`src/rtl/fetch_decode_buffer.sv`:
```
// fetch_decode_buffer: FIFO between fetch and decode on a valid/ready interface.
// Holds up to DEPTH {instr, pc} pairs. A flush drops every wrong-path entry.
// ready_out and valid_out come only from registered occupancy, so there is no
// combinational path from either handshake input to either handshake output.
module fetch_decode_buffer #(
    parameter int DATA_W = 32,
    parameter int DEPTH  = 4,
    localparam int CNT_W = $clog2(DEPTH + 1),
    localparam int PTR_W = $clog2(DEPTH)
) (
    input  logic              clk,
    input  logic              reset,
    input  logic              flush,
    input  logic              valid_in,
    input  logic [DATA_W-1:0] instr_in,
    input  logic [DATA_W-1:0] pc_in,
    output logic              ready_out,
    output logic              valid_out,
    output logic [DATA_W-1:0] instr_out,
    output logic [DATA_W-1:0] pc_out,
    input  logic              ready_in,
    output logic [CNT_W-1:0]  count
);

    logic [2*DATA_W-1:0] mem [DEPTH];
    logic [PTR_W-1:0]    wr_ptr;
    logic [PTR_W-1:0]    rd_ptr;
    logic [2*DATA_W-1:0] head;
    logic                enq;
    logic                deq;

    // Handshake flags derived from registered occupancy only
    always_comb begin
        ready_out = (count != CNT_W'(DEPTH));
        valid_out = (count != '0);
        enq       = valid_in && ready_out;
        deq       = valid_out && ready_in;
    end

    // Head entry presentation; all-zero while empty
    always_comb begin
        head      = mem[rd_ptr];
        instr_out = '0;
        pc_out    = '0;
        if (valid_out) begin
            instr_out = head[2*DATA_W-1:DATA_W];
            pc_out    = head[DATA_W-1:0];
        end
    end

    // Storage write; not reset, and a flushed cycle writes nothing
    always_ff @(posedge clk) begin
        if (enq && !flush) begin
            mem[wr_ptr] <= {instr_in, pc_in};
        end
    end

    // Pointer and occupancy update; flush overrides any handshake in the same cycle
    always_ff @(posedge clk or posedge reset) begin
        if (reset) begin
            wr_ptr <= '0;
            rd_ptr <= '0;
            count  <= '0;
        end else if (flush) begin
            wr_ptr <= '0;
            rd_ptr <= '0;
            count  <= '0;
        end else begin
            if (enq) begin
                wr_ptr <= wr_ptr + 1'b1;
            end
            if (deq) begin
                rd_ptr <= rd_ptr + 1'b1;
            end
            count <= count + CNT_W'(enq) - CNT_W'(deq);
        end
    end

endmodule

```
`config.mk`:
```
export PLATFORM = sky130hd
export DESIGN_NAME = fetch_decode_buffer
export DESIGN_NICKNAME = d
export VERILOG_FILES = /design/src/rtl/fetch_decode_buffer.sv
export SDC_FILE = /design/constraint.sdc
export NUM_CORES = 1
export LEC_CHECK = 0
export ABC_AREA = 0
export CAP_MARGIN = 20
export CORE_UTILIZATION = 45
export DETAILED_ROUTE_END_ITERATION = 6
export GPL_TIMING_DRIVEN = 0
export PLACE_DENSITY = 0.79
export REMOVE_ABC_BUFFERS = 1
export SLEW_MARGIN = 40
export SYNTH_ARGS = -nofsm -noshare
export SYNTH_HDL_FRONTEND = slang
export SYNTH_SLANG_ARGS = --single-unit
```
`constraint.sdc`:
```
create_clock -name clk -period 7.2 [get_ports clk]
set_clock_uncertainty 0.1 [all_clocks]
set_input_delay 1.08 -clock clk [delete_from_list [all_inputs] [get_ports clk]]
set_output_delay 1.08 -clock clk [all_outputs]
set_load 0.005 [all_outputs]
```
Yosys cells after proc, flatten, opt, wreduce, memory -nomap -nowiden --
Memories as Yosys holds them, arrays and structs flattened. Index checks and enable logic that the tools add are counted.
Operators by class: add/sub/neg operators 4, equal/unequal tests 1, muxes and demuxes 9, reductions and logical operators 7
Operator list (count):
- 32-bit two-way mux | 2
- 2-bit two-way mux | 4
- 2-bit by 1-bit adder with 2-bit output (second input constant) | 2
- 2-bit nonzero test | 2
- 3-bit by 1-bit adder with 3-bit output | 1
- 1-bit logical AND | 3
- 3-bit two-way mux | 1
- 3-bit != test (second input constant) | 1
- 3-bit nonzero test | 1
- 3-bit by 1-bit subtractor with 3-bit output | 1
- 1-bit two-way mux | 2
- 1-bit logical NOT | 1
Storage, ports and cells: bits in registers 7, memory bits (writable) 256, output and inout port bits 69, memories 1
Memories:
- mem | words 4, bits a word 64, rd ports 1, clocked after Yosys merged registers in 0, write ports 1, RTL line 25 | logic [2*DATA_W-1:0] mem [DEPTH];

Longest topological paths before layout --
depth after elaboration 5, depth in mapped cells 11

Least setup slack after synthesis --
No wires, ideal clock.
path type input -> register, from input valid_in, to memory mem[0][0] (netlist name) (enable), arrival time 5988 ps, slack 534 ps, stages 3, cell sequence and2_4 > inv_1 > nor3b_1
Between the ends: longest elaborated chain between the ends 4
Ends and longest elaborated chain:
- from (decl) | RTL line 14 | input logic valid_in,
- 1-bit logical AND | RTL line 36 | enq = valid_in && ready_out;
- 1-bit logical AND | RTL line 53 | if (enq && !flush) begin
- 1-bit two-way mux | RTL line 53
- 1-bit two-way mux (implied by the code) | RTL line 54 | mem[wr_ptr] <= {instr_in, pc_in};
- to (decl) | RTL line 25
Every way passes these cells.

Final worst setup path --
from register rd_ptr[0], to output instr_out[11]
Between the ends: longest elaborated chain between the ends 2
Ends and longest elaborated chain:
- from (decl) | RTL line 27 | logic [PTR_W-1:0] rd_ptr;
- from (signal assigned) | RTL line 73 | rd_ptr <= rd_ptr + 1'b1;
- memory read 4 x 64 bit
- 32-bit two-way mux | RTL line 45 | if (valid_out) begin
- to (decl) | RTL line 19 | output logic [DATA_W-1:0] instr_out,
Every way passes these cells.

==> flow_summary_export.csv <==
group,metric,value,unit
outcome,status,"finished with violations",
outcome,failed_checks,"design-rule violations",
final_layout,drive_above_1_share,24.3,%
routing,wl,18500,microns
grt,grt_pass1_vias,5550,
power_and_ir_drop,cellLeakagePower,0.00430,uW
synth,ys_warn_count,0,
final_layout,layout_commonest_cell,"edfxtp_1",
grt,grt_pass1_wl,30100,microns
critical_path,crit_fanout,26,
power_and_ir_drop,ir_worst_vdd,0.294,mV
timing,timing.final.crit_period,3.84,ns
routing,ant_nets,0,
routing,routed-via-count,4989,
synth,synth_cell_types,23,
critical_path,cp-start-kind,"register",
critical_path,cp_cell_sequence,"buf_12, mux4_2, and2_1, clkdlybuf4s50_1",
clock_network,cts.htree.levels,1,
synth,synth_area,10100,sq um
timing,fmax,0.261,GHz
floorplanning,coreArea,22000,sq um
final_layout,mostFrequentLayoutCells,"edfxtp_1 (256), clkdlybuf4s50_1 (137), and2_1 (65)",
clock_network,clockBufferDepth,3,
clock_network,cts_root_buf,"clkbuf_16",
final_layout,fin_nets,720,
place,io_buffers,137,
timing,hold-worst-slack,0.566,ns
critical_path,crit_type,"register to primary output",
critical_path,crit_required,6.02,ns
floorplanning,die_area,23100,sq um
timing,maxSlewViolCount,0,
place,pre_cts_ws,3.47,ns
synth,synth_seq_cells,263,
synth,synthCells,452,
power_and_ir_drop,power_switching,1080,uW
routing,drtPass1Iterations,7,
place,dpl.hpwl,12500,microns
clock_network,numCtsBuffers,27,
timing,fin_ws,3.36,ns
grt,track_usage,16.6,%
power_and_ir_drop,share_comb_of_total_power,27.8,%
final_layout,finalNonFillerCells,943,
timing,worst_pin_slew,0.597,ns
timing,rsz0062_at_grt,"no",
floorplanning,fp-row-count,54,
job,max_cap_viol_count,0,
clock_network,cts_tree,"built",
power_and_ir_drop,p_sw_share,24.1,%
routing,vias_per_cell,5.29,
critical_path,arrival,2.66,ns
grt,antenna_found_initial,0,
final_layout,synthToLayoutAreaGrowth,28.2,%
power_and_ir_drop,clkPwrFrac,30.5,%
grt,grt_max_degree,38,
floorplanning,start_util,46.1,%
synth,synth.avg_cell_area,22.4,sq um
clock_network,insertion_delay,0.51,ns
final_layout,final_util,59.1,%
grt,overflow,0,
timing,finalSetupViolations,0,
timing,hold_viol,0,
critical_path,slowest_stage,"dfrtp_4",
power_and_ir_drop,pwr-share-seq,41.7,%
power_and_ir_drop,intPower,3400,uW
critical_path,cp_slowest_stage_delay,0.66,ns
clock_network,cts_setup_buffers,0,
timing,slew_headroom,60.2,%
clock_network,hold_buffers,0,
place,globalplace.congestion,0.777,
clock_network,post_cts_resized,0,
place,dp.cells,895,
hold_path,hold_class,"register to register",
routing,drt_iter0_drc,218,
timing,finalCritPeriodShare,53.3,%
final_layout,diodes,0,
power_and_ir_drop,power,4480,uW
critical_path,critPathCaptureType,"primary output",
floorplanning,die_width,152,microns
routing,avgRoutedWirePerCell,19.6,microns
clock_network,cts.sinks,263,
clock_network,clk_pin_slew,0.06,ns
floorplanning,die-height,152,microns
routing,post-route-drc-count,18,
synth,synth-seq-area-share,77.6,%
floorplanning,io_pins,138,
power_and_ir_drop,pwr_density_cell,345,nW/um^2
==> metrics by stage <==
step	cell area, sq um	TNS, ns
floorplan	10000	0
global placement	11700	-866.10
detailed placement	12100	0
CTS	13000	0
global route	13000	0
finish	13000	0
==> Yosys cell counts <==
cell type  count  area (sq um)
buf_6          5          56.3
and2_1        65           407
nand2b_1       2          12.5
inv_1          7          26.3
mux4_2        64          1440
or3b_1         1          8.76
buf_2          8          40.0
nor3b_1        4          30.0
edfxtp_1     256          7690
o31ai_1        1          7.51
nor2_1         6          22.5
nor3_1         1          5.00
xor2_1         3          26.3
fa_1           1          20.0
or3_1          1          6.26
dfrtp_1        7           175
ha_1           6          75.1
mux2i_1        1          10.0
clkbuf_1       9          33.8
o311ai_0       1          8.76
and2_4         1          8.76
nor2b_1        1          6.26
mux2_2         1          11.3
==> worst paths after layout <==
kind / from / endpoint / slack [ns] / depth (start not counted)
hold reg to reg: wr_ptr[1] / wr_ptr[1] / 0.57 / 2
setup / recovery: rd_ptr[0] / instr_out[11] / 3.36 / 4
max in group asynchronous: reset / rd_ptr[1] / 6.02 / 2
min in group asynchronous: reset / count[0] / 0.73 / 2
setup reg to reg: count[1] / count[2] / 4.37 / 11
hold / removal: wr_ptr[1] / wr_ptr[1] / 0.57 / 2
==> per-layer routing <==
layer / share of wire (%) / wire length (microns) / up-vias / GRT usage, %
met5: 0 / 0 / - / 0
met4: 1.7 / 309 / 0 / 4.08
met3: 5.8 / 1070 / 33 / 3.19
met2: 52 / 9570 / 148 / 29.1
met1: 41 / 7570 / 2598 / 21.4
li1: - / - / 2210 / -
==> critical path, delay by kind of cell, from the launching register on <==
family,cells,cell delay [ns]
flip-flops,1,0.66
multiplexers,1,0.53
AND/OR/NAND/NOR,1,0.19
buffers and inverters,2,0.73
==> cell families (layout without fill, tap and decap cells) <==
group	after synthesis	after routing	share of synthesized area, %
AND/OR/NAND/NOR	82	82	5.00
adder cells (fa/ha/maj)	7	7	0.939
AO/OA/AOI/OAI	2	2	0.161
multiplexers	66	66	14.4
flip-flops	263	263	77.6
XOR/XNOR	3	3	0.260
buffers and inverters	29	240	1.54
==> sequential cells by signal, summed over array words and instances (netlist names) <==
| register | count |
|---|---|
| rd_ptr | 2 |
| count | 3 |
| mem | 256 |
| wr_ptr | 2 |
==> power by group through the flow <==
stage                     Sequential (uW)  Combinational [uW]  Clock [uW]
final                                1870                1250        1370
after global routing                 1880                1340        1460
after CTS                            1870                1280        1400
after detailed placement             1900                1260           0
after global placement               2000                1140           0
after floorplan                      1950                 568           0
==> layout make-up <==
class                      count  area [sq um]
tap                          280           350
timing repair buffer         185          1730
clock buffer                  30           687
fill                        1552          8970
clock inverter                18           190
sequential                   263          7870
inverter                       7          26.3
multi-input combinational    160          2130
No activity file was read; power rests on OpenSTA's default activity.
